[src/rtl/button_mmio_in_pkg.sv]
// rtl/button_mmio_in_pkg.sv - register offsets, STATUS layout and defaults for button_mmio_in
package button_mmio_in_pkg;

  localparam logic [31:0] DEFAULT_BASE_ADR = 32'h0000_FF00;

  localparam logic [3:0] OFS_STATUS = 4'h0;
  localparam logic [3:0] OFS_UPCNT  = 4'h4;
  localparam logic [3:0] OFS_DNCNT  = 4'h8;

  localparam int ST_UP_STABLE    = 0;
  localparam int ST_DOWN_STABLE  = 1;
  localparam int ST_UP_PENDING   = 2;
  localparam int ST_DOWN_PENDING = 3;

  typedef enum logic [1:0] {
    REG_STATUS,
    REG_UPCNT,
    REG_DNCNT,
    REG_NONE
  } reg_sel_e;

  // Only exact word offsets select a register; 0xC and unaligned offsets fall to REG_NONE.
  function automatic reg_sel_e decode_ofs(input logic [3:0] ofs);
    case (ofs)
      OFS_STATUS: return REG_STATUS;
      OFS_UPCNT:  return REG_UPCNT;
      OFS_DNCNT:  return REG_DNCNT;
      default:    return REG_NONE;
    endcase
  endfunction

endpackage

[src/rtl/button_mmio_in_debounce.sv]
// rtl/button_mmio_in_debounce.sv - two-flop synchroniser, debounce counter and press detector
module button_debounce #(
  parameter int DB_CYCLES = 1000000
) (
  input  logic clk,
  input  logic reset,
  input  logic raw,
  output logic stable,
  output logic press
);

  localparam int DCW = $clog2(DB_CYCLES);
  localparam logic [DCW-1:0] DCNT_LAST = DCW'(DB_CYCLES - 1);

  logic           sync1;
  logic           sync2;
  logic [DCW-1:0] dcnt;
  logic           accept;

  always_ff @(posedge clk or negedge reset) begin
    if (!reset) begin
      sync1 <= 1'b0;
      sync2 <= 1'b0;
    end else begin
      sync1 <= raw;
      sync2 <= sync1;
    end
  end

  // The new level is taken on the DB_CYCLES-th consecutive cycle it differs from stable.
  assign accept = (sync2 != stable) && (dcnt == DCNT_LAST);

  always_ff @(posedge clk or negedge reset) begin
    if (!reset) begin
      dcnt   <= '0;
      stable <= 1'b0;
    end else if (sync2 == stable) begin
      dcnt <= '0;
    end else if (accept) begin
      stable <= sync2;
      dcnt   <= '0;
    end else begin
      dcnt <= dcnt + DCW'(1);
    end
  end

  // Press coincides with the edge that raises stable, so pending and stable appear together.
  assign press = accept && sync2;

endmodule

[src/rtl/button_mmio_in.sv]
// rtl/button_mmio_in.sv - memory-mapped up/down button input block with sticky flags and counters
module button_mmio_in
  import button_mmio_in_pkg::*;
#(
  parameter int               WIDTH     = 32,
  parameter int               DB_CYCLES = 1000000,
  parameter int               CNT_BITS  = 8,
  parameter logic [WIDTH-1:0] BASE_ADR  = WIDTH'(DEFAULT_BASE_ADR)
) (
  input  logic             clk,
  input  logic             reset,
  input  logic             up,
  input  logic             down,
  input  logic             memread,
  input  logic             memwrite,
  input  logic [WIDTH-1:0] adr,
  input  logic [WIDTH-1:0] writedata,
  output logic             hit,
  output logic [WIDTH-1:0] rdata,
  output logic             irq
);

  localparam logic [CNT_BITS-1:0] CNT_MAX = '1;

  logic                up_stable;
  logic                up_press;
  logic                down_stable;
  logic                down_press;
  logic                up_pending;
  logic                down_pending;
  logic [CNT_BITS-1:0] up_cnt;
  logic [CNT_BITS-1:0] dn_cnt;
  reg_sel_e            sel;
  logic                wr_en;
  logic                clr_up_pend;
  logic                clr_down_pend;
  logic                clr_up_cnt;
  logic                clr_dn_cnt;
  logic [WIDTH-1:0]    status_word;
  logic [WIDTH-1:0]    rd_val;
  logic                unused_wdata;

  button_debounce #(.DB_CYCLES(DB_CYCLES)) u_up_db (
    .clk    (clk),
    .reset  (reset),
    .raw    (up),
    .stable (up_stable),
    .press  (up_press)
  );

  button_debounce #(.DB_CYCLES(DB_CYCLES)) u_down_db (
    .clk    (clk),
    .reset  (reset),
    .raw    (down),
    .stable (down_stable),
    .press  (down_press)
  );

  assign hit   = (adr[WIDTH-1:4] == BASE_ADR[WIDTH-1:4]);
  assign sel   = decode_ofs(adr[3:0]);
  assign wr_en = memwrite && hit;

  assign clr_up_pend   = wr_en && (sel == REG_STATUS) && writedata[ST_UP_PENDING];
  assign clr_down_pend = wr_en && (sel == REG_STATUS) && writedata[ST_DOWN_PENDING];
  assign clr_up_cnt    = wr_en && (sel == REG_UPCNT);
  assign clr_dn_cnt    = wr_en && (sel == REG_DNCNT);

  assign unused_wdata = ^{writedata[WIDTH-1:4], writedata[1:0]};

  // Clear is applied first and the press on top of it, so a press is never lost.
  function automatic logic [CNT_BITS-1:0] cnt_next(input logic [CNT_BITS-1:0] cnt,
                                                   input logic clr,
                                                   input logic inc);
    logic [CNT_BITS-1:0] base;
    base = clr ? '0 : cnt;
    if (inc && (base != CNT_MAX)) begin
      return base + CNT_BITS'(1);
    end
    return base;
  endfunction

  always_comb begin
    status_word                  = '0;
    status_word[ST_UP_STABLE]    = up_stable;
    status_word[ST_DOWN_STABLE]  = down_stable;
    status_word[ST_UP_PENDING]   = up_pending;
    status_word[ST_DOWN_PENDING] = down_pending;
  end

  always_comb begin
    rd_val = '0;
    case (sel)
      REG_STATUS: rd_val = status_word;
      REG_UPCNT:  rd_val = WIDTH'(up_cnt);
      REG_DNCNT:  rd_val = WIDTH'(dn_cnt);
      default:    rd_val = '0;
    endcase
  end

  always_ff @(posedge clk or negedge reset) begin
    if (!reset) begin
      up_pending   <= 1'b0;
      down_pending <= 1'b0;
      up_cnt       <= '0;
      dn_cnt       <= '0;
    end else begin
      up_pending   <= up_press   | (up_pending   & ~clr_up_pend);
      down_pending <= down_press | (down_pending & ~clr_down_pend);
      up_cnt       <= cnt_next(up_cnt, clr_up_cnt, up_press);
      dn_cnt       <= cnt_next(dn_cnt, clr_dn_cnt, down_press);
    end
  end

  // Reads sample the pre-write register state, so a same-cycle write is not visible yet.
  always_ff @(posedge clk or negedge reset) begin
    if (!reset) begin
      rdata <= '0;
      irq   <= 1'b0;
    end else begin
      rdata <= (memread && hit) ? rd_val : '0;
      irq   <= up_pending | down_pending;
    end
  end

endmodule
[config.mk]
export PLATFORM = sky130hd
export DESIGN_NAME = button_mmio_in
export DESIGN_NICKNAME = d
export VERILOG_FILES = /design/src/rtl/button_mmio_in_pkg.sv /design/src/rtl/button_mmio_in_debounce.sv /design/src/rtl/button_mmio_in.sv
export SDC_FILE = /design/constraint.sdc
export NUM_CORES = 1
export LEC_CHECK = 0
export ABC_AREA = 1
export BUFFER_PORTS_ARGS = -buffer_cell sky130_fd_sc_hd__buf_2
export CORE_MARGIN = 5
export CORE_UTILIZATION = 54
export DETAILED_ROUTE_END_ITERATION = 8
export PLACE_DENSITY = 0.8
export SYNTH_ARGS = -nofsm -noshare
export SYNTH_HDL_FRONTEND = slang
export SYNTH_SLANG_ARGS = --single-unit
export TNS_END_PERCENT = 10
[constraint.sdc]
create_clock -name clk -period 2.11 [get_ports clk]
set_input_delay 0.211 -clock clk [delete_from_list [all_inputs] [get_ports clk]]
set_output_delay 0.211 -clock clk [all_outputs]
set_load 0.05 [all_outputs]
; Yosys cells after proc, flatten, opt, wreduce, memory -nomap -nowiden
; Index checks and enable logic that the tools add are counted.
; W data, S select, Z words.
[totals]
word_cells = 72
output_inout_bits = 34
regBits = 97
input_bits = 70
[classes]
eq_ne = 13
n_mux = 15
add_sub_neg = 4
reduce_logical = 17
n_bitwise = 9
[op_table]
columns = cell, n
row1 = $mux W20, 4
row2 = $mux W8, 6
row3 = $add A20 B1 Y20 const B, 2
row4 = $eq A20 B20 Y1 const B, 2
row5 = $mux W32, 1
row6 = $eq A28 B12 Y1 const B, 1
row7 = $pmux W8 S3, 1
row8 = $add A8 B1 Y8 const B, 2
row9 = $ne A8 B8 Y1 const B, 2
row10 = $logic_and A1 B1 Y1, 13
row11 = $pmux W2 S3, 1
row12 = $eq A4 B3 Y1 const B, 1
row13 = $eq A4 B4 Y1 const B, 1
row14 = $logic_not A4 Y1, 1
row15 = $not A1 Y1, 4
row16 = $reduce_and A2 Y1, 2
row17 = $or A1 B1 Y1, 3
row18 = $and A1 B1 Y1, 2
row19 = $eq A1 B1 Y1, 2
row20 = $eq A2 B1 Y1 const B, 1
row21 = $eq A2 B2 Y1 const B, 1
row22 = $logic_not A2 Y1, 1
row23 = $mux W1, 2
row24 = $ne A1 B1 Y1, 2

; Logic depth before layout (Yosys ltp)
; Gate-level depths: netlist of the first run.
[logic_depth]
word_depth = 9
ltp_mapped = 19

; Cells and area by module
; A second synthesis of the first run with hierarchy kept.
[hier_totals]
hier_cells = 595
area_unflattened_um2 = 4450.5
[by_module_without_submodules]
columns = module, n_inst, cells_per_inst, area_per_inst_um2
row1 = button_debounce, 2, 165, 1291.2
row2 = button_mmio_in, 1, 265, 1868.0

; Least setup slack after synthesis of the first run
; No wires, ideal clock.
[synth_timing]
path_kind = input to register
start = in adr[21]
end = reg rdata[0]
setup_slack_ps = -683
path_stages = 5
required_ps = 2026
arrival_ps = 2709
setup_time_ps = 84
path_buffers = 0
path_cell_list = nor4_1 -> nand3b_1 -> nor4_1 -> nand3b_2 -> nor2_1
[synth_via]
elab_chain_cells = 3
[synth_lines]
columns = element, line_no
row1 = from (decl), button_mmio_in.sv:16  ; input logic [WIDTH-1:0] adr,
row2 = $eq A28 B12 Y1, button_mmio_in.sv:59  ; assign hit = (adr[WIDTH-1:4] == BASE_ADR[WIDTH-1:4]);
row3 = via hit, button_mmio_in.sv:18  ; output logic hit,
row4 = $logic_and A1 B1 Y1, button_mmio_in.sv:120  ; rdata <= (memread && hit) ? rd_val : '0;
row5 = $mux W32, button_mmio_in.sv:120
row6 = to (signal assigned), button_mmio_in.sv:120
row7 = to (decl), button_mmio_in.sv:19  ; output logic [WIDTH-1:0] rdata,
; The timed path passes the listed nets, and every way through them passes these cells.
; A chain may end at the register's enable or synchronous reset.

; Final worst setup path of the first run
[layout_timing]
start = reg u_down_db.dcnt[0]
end = reg dn_cnt[1]
[layout_via]
elab_chain_cells = 6
[layout_lines]
columns = element, line_no
row1 = from (decl), button_mmio_in_debounce.sv:17  ; logic [DCW-1:0] dcnt;
row2 = from (signal assigned), button_mmio_in_debounce.sv:43  ; dcnt <= dcnt + DCW'(1);
row3 = $eq A20 B20 Y1, button_mmio_in_debounce.sv:31  ; assign accept = (sync2 != stable) && (dcnt == DCNT_LAST);
row4 = $logic_and A1 B1 Y1, button_mmio_in_debounce.sv:31
row5 = $logic_and A1 B1 Y1, button_mmio_in_debounce.sv:48  ; assign press = accept && sync2;
row6 = $logic_and A1 B1 Y1, button_mmio_in.sv:76  ; if (inc && (base != CNT_MAX)) begin
row7 = $mux W1, button_mmio_in.sv:76
row8 = $mux W8, button_mmio_in.sv:79  ; return base;
row9 = to (signal assigned), button_mmio_in.sv:110  ; dn_cnt <= cnt_next(dn_cnt, clr_dn_cnt, down_press);
row10 = to (decl), button_mmio_in.sv:32  ; logic [CNT_BITS-1:0] dn_cnt;
; Every way passes these cells.

==> results of run 1 <==
Yosys cell counts (all sizes together), types with 5 or more instances:
library cell | count | area, um^2
xnor2 | 7 | 61.3
xor2 | 7 | 61.3
nand3b | 7 | 72.6
o21ai | 19 | 95.1
dfrtp | 73 | 1830
inv | 81 | 304
nor2 | 81 | 354
nand3 | 36 | 215
nand4 | 11 | 75.1
nor4 | 6 | 37.5
buf | 27 | 201
a21oi | 21 | 105
nand2 | 146 | 568
nor3 | 19 | 120
a22o | 5 | 43.8
cell usage in the layout, fill, tap and decap left out, types with 3 or more instances in the layout:
| cell type | instances |
|---|---|
| nand2_2 | 8 |
| nor2_4 | 4 |
| nor3_2 | 5 |
| conb_1 | 24 |
| buf_4 | 10 |
| o21ai_0 | 19 |
| clkbuf_8 | 12 |
| xor2_1 | 7 |
| ha_1 | 4 |
| nand4_1 | 10 |
| nor2_2 | 10 |
| nor4_1 | 5 |
| a21oi_1 | 21 |
| nand3b_1 | 4 |
| inv_1 | 81 |
| xnor2_1 | 7 |
| a22o_1 | 5 |
| nand2_1 | 138 |
| nand3_2 | 7 |
| a211oi_1 | 4 |
| dlygate4sd3_1 | 3 |
| nor3_1 | 14 |
| nor2_1 | 67 |
| nand3_1 | 29 |
| dfrtp_1 | 73 |
| buf_2 | 49 |
layer usage:
metal / global-route usage / part of all wire / wire, um
met1: 0.242 / 0.44 / 3940
met2: 0.320 / 0.49 / 4430
met5: 0 / 0 / 0
met4: 0.0809 / 0.023 / 205
met3: 0.0337 / 0.046 / 414
cell families after synthesis:
logic type      count (synthesis)
simple gates                  311
fa+ha+maj                       4
buf+inv                       109
flops                          73
xor+xnor                       14
compound gates                 55
other cells                     1
path summary, 6_finish.rpt:
| path | start | endpoint |
|---|---|---|
| min | writedata[3] | down_pending$_DFF_PN0_ |
| max | u_down_db.dcnt[0]$_DFF_PN0_ | dn_cnt[1]$_DFF_PN0_ |
| max in group asynchronous | reset | u_up_db.dcnt[17]$_DFF_PN0_ |
| min reg2reg | u_down_db.sync1$_DFF_PN0_ | u_down_db.sync2$_DFF_PN0_ |
| min in group asynchronous | reset | up_cnt[0]$_DFF_PN0_ |
| max reg2reg | u_down_db.dcnt[0]$_DFF_PN0_ | dn_cnt[1]$_DFF_PN0_ |
layout make-up:
type | count | area, um^2 | share of cell area
flip-flops and latches | 73 | 1830 | 0.372
clock buffers | 14 | 173 | 0.0351
clock inverters | 2 | 35.0 | 0.00713
repair buffers | 63 | 370 | 0.0754
multi-input cells | 408 | 2070 | 0.422
inverters | 82 | 308 | 0.0626
well taps | 102 | 128 | 0.0260
stage by stage:
stage | hold WS [ps] | utilization | std cells | instance area [um^2]
final | 188 | 0.633 | 744 | 4910
after global routing | 216 | 0.633 | 744 | 4910
after CTS | 172 | 0.632 | 744 | 4910
after detailed placement | 233 | 0.601 | 725 | 4670
after global placement | 234 | 0.601 | 725 | 4670
after floorplan | -84.6 | - | 590 | 4410
tightest hold or removal path: stages:
cell     delay [ps]
buf_2           100
inv_1            50
o21ai_0          90
nand2_1          60
state kept, by name (all words and copies together) (netlist names):
register	count
u_down_db.stable	1
down_pending	1
u_up_db.dcnt	20
rdata	8
u_down_db.dcnt	20
u_down_db.sync1	1
u_up_db.sync2	1
u_down_db.sync2	1
irq	1
up_pending	1
u_up_db.sync1	1
u_up_db.stable	1
up_cnt	8
dn_cnt	8
report_power, final:
| group | internal [uW] | total [uW] | switching, uW |
|---|---|---|---|
| clock | 643 | 1140 | 501 |
| sequential | 1410 | 1420 | 8.99 |
| combinational | 63.1 | 247 | 184 |
| total | 2120 | 2810 | 694 |
repair_timing:
action,4_1_cts,5_1_grt
setup buffers,0,0
hold buffers,3,0
endpoints found under the setup margin,0,1
gates resized for setup,0,1
endpoints found under the hold margin,26,0
==> flow_summary.ini, run 1 <==
[final_layout]
diodes = 0
fillers = 673
layout-drive-gt1-share = 0.182
area.growth.synth_to_final_pct = 14.0
nets = 711

[synthesis]
synth.distinct_cells = 37
synthFlopType = dfrtp_1
synthMuxAreaShare = 0
seq_area_frac_synth = 0.424
synth_top_family_by_area = simple AND/OR/NAND/NOR gates
synth_xor_area_frac = 0.0284
synth_edf_count = 0
ys_ff_latch = 73
synthAdderAreaFrac = 0.0116
syn_area_mm2 = 0.00431
synth_compound_area_frac = 0.0748
synth_cells = 567
syn_area_per_cell_um2 = 7.61
synth-simple-area-share = 0.343
synth_warnings = 0
ys_async_sr_fraction = 1.00

[worst_setup_path]
cp.depth = 7
cp-end-kind = register
cp_data_required_time_ps = 2330
start_kind = register
cpMaxStageDelayCell = dfrtp_1
crit_chain = ha_1 -> nand3_2 -> nor3_1 -> nand2_1 -> nor4_1 -> a21boi_2 -> o21ai_0
cp_max_fo = 5
crit_type = reg -> reg
path_buf_inv = 0
ff2ff_setup_slack_ps = 220
slowest_delay_ps = 370
critPathArrivalTime_ps = 2120
critical_path.top_delay_family = simple AND/OR/NAND/NOR gates
reg2reg_depth = 7

[global_routing]
grt_pass1_wl_mm = 15.4
first_global_vias = 3559
grt_max_degree = 50
antenna_found_initial = 0
overflow = 0
grt_usage = 0.191

[floorplanning]
die_h_um = 99.4
die-area_mm2 = 0.00987
start_util = 0.555
core_area_mm2 = 0.00777
io_pins = 104
num_rows = 32
die_w_um = 99.4

[drt]
wl_mm = 8.99
first_pass_iters = 4
wl_per_cell_um = 12.1
drt-vias-per-instance = 5.03
num_vias = 3744
drc = 0
drt_iter0_drc = 204
ant_nets = 0

[run_status]
status = completed

[power_and_ir_drop]
power_uw = 2810
peakVddDrop_mv = 0.419
power_density_mw_per_mm2 = 572
p_leak_uw = 0.00250

[clocking]
htreeDepth = 3
cts_buffers = 9
clk_latency_ps = 340
cts_tree = built
root_buffer = clkbuf_8
clk_pin_slew_ps = 80
cts.sinks = 73
clock_path_buffers = 2

[timing]
fin_skew_ps = 9.56
timing.final.ws_setup_ps = 219
rsz0062_at_grt = false
report.final.slew_viol_count = 0
worstMarginPinSlew_ps = 571
slew-limit-headroom = 0.619
fin_tns_setup_ps = 0
finalHoldViolations = 0
fmax_ghz = 0.529
finalSetupViolCount = 0
period_minus_slack_ps = 1890
fin_crit_sh = 0.896

[flow_run]
cap_violations = 0

[placement]
dp_hpwl_mm = 6.95
place.gp.congestion = 0.895
dpl_worst_slack_ps = -18.6
io_buffer_count = 49

[min_path]
holdPathStages = 4
hold_class = in -> reg
No activity file was read; power rests on OpenSTA's default activity.
==> run 2, diff against run 1 <==
ABC_AREA = unset   (was 1)
CORE_UTILIZATION = 53   (was 54)
==> flow_summary.ini, run 2 <==
[clocking]
clk_latency_ps = 350
cts.sinks = 73
clock_path_buffers = 2
cts_tree = built
htreeDepth = 3
root_buffer = clkbuf_8
cts_buffers = 9
clk_pin_slew_ps = 80

[timing]
fmax_ghz = 0.470
period_minus_slack_ps = 2130
rsz0062_at_grt = true
report.final.slew_viol_count = 0
finalHoldViolations = 0
fin_tns_setup_ps = -18.6
finalSetupViolCount = 1
fin_skew_ps = 9.66
fin_crit_sh = 1.01
timing.final.ws_setup_ps = -18.6

[synthesis]
ys_async_sr_fraction = 1.00
synth_edf_count = 0
yosys.area.top_type_share = 0.462
syn_area_mm2 = 0.00395
ys_ff_latch = 73
synth_cells = 413
synthFlopType = dfrtp_1
synth.distinct_cells = 51
synthTopCellsByCount = dfrtp_1 (73), nor2_1 (73), nand2_1 (29)
syn_area_per_cell_um2 = 9.57
netlist_top_cells_area = dfrtp_1 (46%), nor2_1 (6.9%), xnor2_1 (5.5%)
seq_area_frac_synth = 0.462
synth_warnings = 0
synth_top_area_cell = dfrtp_1

[drt]
drt-vias-per-instance = 5.45
num_vias = 3242
ant_nets = 0
drt_iter0_drc = 190
wl_mm = 8.77
wl_per_cell_um = 14.7
drc = 0
first_pass_iters = 4

[flow_run]
cap_violations = 0

[worst_setup_path]
cp_data_required_time_ps = 2340
cpMaxStageDelayCell = or4b_4
critPathArrivalTime_ps = 2360
crit_type = in -> reg
crit_chain = buf_2 -> or4b_4 -> nor4_4 -> nand3_2 -> nand2_2 -> inv_1 -> ha_2 -> nand4_1 -> nor2_4 -> nor4_4 -> xnor2_1 -> nor2_1
cp_max_fo = 6
cp-end-kind = register
crit_top_cell = nor4_4
start_kind = input port
slowest_delay_ps = 540

[global_routing]
antenna_found_initial = 0
overflow = 0
first_global_vias = 3143
grt_max_degree = 47
grt_pass1_wl_mm = 14.0
grt_usage = 0.192

[final_layout]
mostFrequentLayoutCells = dfrtp_1 (73), nor2_1 (72), buf_2 (48), nand2_1 (27), xnor2_1 (25)
final_common_cell = dfrtp_1
diodes = 0
area.growth.synth_to_final_pct = 21.1
fillers = 578
nets = 565
top_regs = u_down_db.dcnt: 20 flops, u_up_db.dcnt: 20 flops
layout-drive-gt1-share = 0.252
post-route-util = 0.660
instances_no_fill = 595

[floorplanning]
die-area_mm2 = 0.00928
die_h_um = 96.4
num_rows = 31
core_area_mm2 = 0.00725
io_pins = 104
die_w_um = 96.4
start_util = 0.545

[min_path]
hold_class = in -> reg

[placement]
place.gp.congestion = 0.940
io_buffer_count = 49
dpl_worst_slack_ps = -462
dp.cells = 571
dp_hpwl_mm = 6.12

[power_and_ir_drop]
internal_power_uw = 2180
p_seq_frac = 0.489
power_density_mw_per_mm2 = 607
peakVddDrop_mv = 0.538
p_leak_uw = 0.00206
p_clk_frac = 0.426
p_sw_frac = 0.248
combinationalPowerShare = 0.084
p_sw_uw = 722

[run_status]
failed_checks = setup timing
status = complete, but fails checks
[run 2: changes by cell type in the layout (fill, tap and decap cells not counted), sizes merged, moves of 8 or more]
cell   before  now
o21ai      19    4
nand3      36   24
xor2        7   19
nand2     146   30
a21oi      21    8
buf        60   75
nor4        6   17
nor2       81   73
xnor2       7   25
inv        81   11
and4        0   11
[run 2: kinds of logic (layout without fill, tap and decap cells)]
| logic type | Yosys count | count (layout) | share of synthesized area |
|---|---|---|---|
| AND/OR/NAND/NOR | 213 | 213 | 0.294 |
| flip-flops | 73 | 73 | 0.462 |
| XOR/XNOR | 44 | 44 | 0.0975 |
| buffers and inverters | 44 | 104 | 0.0693 |
| AO/OA/AOI/OAI | 27 | 27 | 0.0456 |
| multiplexers | 7 | 7 | 0.0180 |
| adder cells (fa/ha/maj) | 4 | 4 | 0.0127 |
| other | 1 | 24 | 0.000949 |
[run 2: worst paths after layout]
kind                                            startpoint                      endpoint  slack (ps)  cells past startpoint
worst max-delay path                               adr[17]           dn_cnt[4]$_DFF_PN0_         -20                     12
worst min-delay path                               memread            rdata[4]$_DFF_PN0_         150                      3
worst max register to register  u_up_db.dcnt[15]$_DFF_PN0_           up_cnt[3]$_DFF_PN0_         100                      6
worst min register to register     u_up_db.sync1$_DFF_PN0_       u_up_db.sync2$_DFF_PN0_         360                      0
max in group asynchronous                            reset    u_up_db.stable$_DFFE_PN0P_        1460                      3
min in group asynchronous                            reset  u_down_db.dcnt[13]$_DFF_PN0_         380                      3
[run 2: timing repair]
item                                    CTS  global route
endpoints found under the setup margin    4            32
endpoints found under the hold margin    75             0
hold buffers                              3             0
pin swaps                                 0            10
buffers inserted                          0             5
resized for setup                         5            16
[run 2: power groups by stage]
stage          Clock (uW)  Combinational (uW)  Sequential, uW
4_1_cts              1260                 245            1420
6_report             1240                 245            1420
3_5_place_dp            0                 241            1450
3_3_place_gp            0                 235            1450
5_1_grt              1330                 269            1420
2_1_floorplan           0                 182            1450
[run 2: cell type report]
type	count	area [um^2]	share of cell area
Clock buffer	10	138	0.0288
Timing Repair Buffer	78	514	0.107
Inverter	10	37.5	0.00784
Sequential cell	73	1830	0.382
Multi-Input combinational cell	319	2060	0.430
Clock inverter	6	90.1	0.0188
Tap cell	99	124	0.0259
[run 2: routing by layer]
layer	vias up	global-route usage	routed length [um]
met4	0	0.0678	116
met5	-	0	0
met1	1566	0.239	3640
met3	10	0.0493	619
li1	1546	-	-
met2	120	0.322	4390
[run 2: worst max-delay path, delay by kind of cell]
| kind | cells | cell delay (ps) |
|---|---|---|
| adders and majority gates | 1 | 180 |
| xor gates and xnor gates | 1 | 140 |
| buffers and inverters | 2 | 150 |
| and+or+nand+nor | 8 | 1690 |
[run 2: stage by stage]
stage	power [uW]	cell area, um^2	hold slack, ps
2_1_floorplan	1630	4060	-84.6
4_1_cts	2920	4670	140
3_5_place_dp	1690	4390	213
6_report	2910	4790	151
5_1_grt	3020	4790	139
3_3_place_gp	1680	4390	213
==> run 3, diff against run 2 <==
ABC_AREA = 1   (was unset)
CORE_UTILIZATION = 54   (was 53)
clock period = 2.3 ns   (was 2.11 ns; I/O delays follow)
==> flow_summary.ini, run 3 (same netlist as run 1, synthesis figures left out) <==
[drt]
num_vias = 3799
dr.max_layer_used = met4
wl_per_cell_um = 12.6
drt-vias-per-instance = 5.14
drc = 0
drt_iter0_drc = 188
wl_mm = 9.33
dr_wl_met3_um = 574
wl_met2_mm = 4.78
first_pass_iters = 5
ant_nets = 0
met1Wirelength_mm = 3.85

[final_layout]
layout-drive-gt1-share = 0.177
mostFrequentLayoutCells = nand2_1 (138), inv_1 (81), dfrtp_1 (73), nor2_1 (67), buf_2 (49)
area.growth.synth_to_final_pct = 13.3
fillers = 657
seq_area_mm2 = 0.00183
diodes = 0
top_regs = u_down_db.dcnt: 20 flops, u_up_db.dcnt: 20 flops
nets = 706
final_common_cell = nand2_1
multi_input_area_mm2 = 0.00207

[clocking]
htreeDepth = 3
clock_path_buffers = 2
cts_tree = built
postCtsResizedCells = 0
cts_buffers = 9
cts.sinks = 73
root_buffer = clkbuf_8
clk_pin_slew_ps = 70
clk_latency_ps = 360

[worst_setup_path]
crit_type = reg -> reg
slowest_delay_ps = 390
cp_max_fo = 9
start_kind = register
cpMaxStageDelayCell = dfrtp_1
crit_chain = inv_1 -> nand2_1 -> nor3_2 -> nand2_1 -> nor2_1 -> nand3_1 -> nand2_2 -> clkinv_1 -> o211ai_1 -> inv_1
cp-end-kind = register
critPathArrivalTime_ps = 2150
ff2ff_setup_slack_ps = 390
cp_data_required_time_ps = 2540

[timing]
finalHoldViolations = 0
rsz0062_at_grt = false
fin_tns_setup_ps = 0
fmax_ghz = 0.522
timing.final.ws_setup_ps = 386
fin_skew_ps = 11.1
fin_crit_sh = 0.832
period_minus_slack_ps = 1910
finalSetupViolCount = 0
report.final.slew_viol_count = 0

[power_and_ir_drop]
p_leak_uw = 0.00249
peakVddDrop_mv = 0.310
p_seq_frac = 0.491
internal_power_uw = 1990
p_clk_frac = 0.424
power_density_mw_per_mm2 = 543
p_sw_uw = 664
combinationalPowerShare = 0.085
p_sw_frac = 0.250

[floorplanning]
core_area_mm2 = 0.00777
io_pins = 104
die_w_um = 99.4
die-area_mm2 = 0.00987
num_rows = 32
die_h_um = 99.4
start_util = 0.555

[global_routing]
grt_usage = 0.195
overflow = 0
grt_max_degree = 74
grt_pass1_wl_mm = 16.0
antenna_found_initial = 0
first_global_vias = 3726

[flow_run]
cap_violations = 0

[placement]
io_buffer_count = 49
dpl_worst_slack_ps = 94.3
place.gp.congestion = 0.878
dp_hpwl_mm = 6.99

[run_status]
status = completed

[min_path]
hold_class = in -> reg
==> run 3: cell types whose count changed in the layout (fill, tap and decap cells not counted), sizes merged, moves of 11 or more <==
cell,delta
nor4,-11
buf,-20
nand3,+12
a21oi,+13
o21ai,+15
and4,-11
xor2,-12
nand2,+116
inv,+70
xnor2,-18
==> run 3: worst max-delay path, delay by kind of cell (launching register included) <==
kind	cells	cell delay [ps]
flops	1	390
simple gates	6	760
compound gates	1	180
buf+inv	3	480
==> run 3: worst paths after layout <==
check                                          start                           to  cells after the start
max reg2reg                u_up_db.dcnt[8]$_DFF_PN0_   u_up_db.dcnt[14]$_DFF_PN0_                     10
min in group asynchronous                      reset          up_cnt[2]$_DFF_PN0_                      3
max                        u_up_db.dcnt[8]$_DFF_PN0_   u_up_db.dcnt[14]$_DFF_PN0_                     10
min reg2reg                u_down_db.sync1$_DFF_PN0_    u_down_db.sync2$_DFF_PN0_                      0
max in group asynchronous                      reset  u_down_db.dcnt[7]$_DFF_PN0_                      3
min                                     writedata[2]         up_pending$_DFF_PN0_                      4
==> run 3: per-layer routing <==
metal	GRT usage	up-vias
met1	0.234	1778
li1	-	1889
met4	0.0630	0
met5	0	-
met2	0.345	118
met3	0.0477	14
==> run 3: layout make-up <==
cell class,instances,area share
Sequential cell,73,0.374
Clock inverter,5,0.0161
Timing Repair Buffer,58,0.0681
Clock buffer,11,0.0289
Inverter,82,0.0630
Multi-Input combinational cell,408,0.424
Tap cell,102,0.0261
==> run 3: power by group through the flow <==
stage                     Clock [uW]  Sequential [uW]  Combinational, uW
after floorplan                    0             1330                170
after global placement             0             1330                214
after detailed placement           0             1330                221
after CTS                       1130             1300                226
after global routing            1200             1300                249
final                           1130             1300                225
==> run 3: repair_timing <==
action / 4_1_cts / 5_1_grt
buffers inserted: 0 / 0
hold buffers: 3 / 0
endpoints found under the hold margin: 75 / 0
setup endpoints to repair: 0 / 0
==> run 3: metrics by stage <==
stage / instance area, um^2 / std cells / total power (uW) / utilization / hold slack, ps
after global routing: 4880 / 739 / 2750 / 0.629 / 201
after floorplan: 4410 / 590 / 1500 / - / -65.6
after CTS: 4880 / 739 / 2660 / 0.629 / 173
after detailed placement: 4630 / 720 / 1550 / 0.597 / 290
after global placement: 4630 / 720 / 1540 / 0.597 / 286
final: 4880 / 739 / 2650 / 0.629 / 180
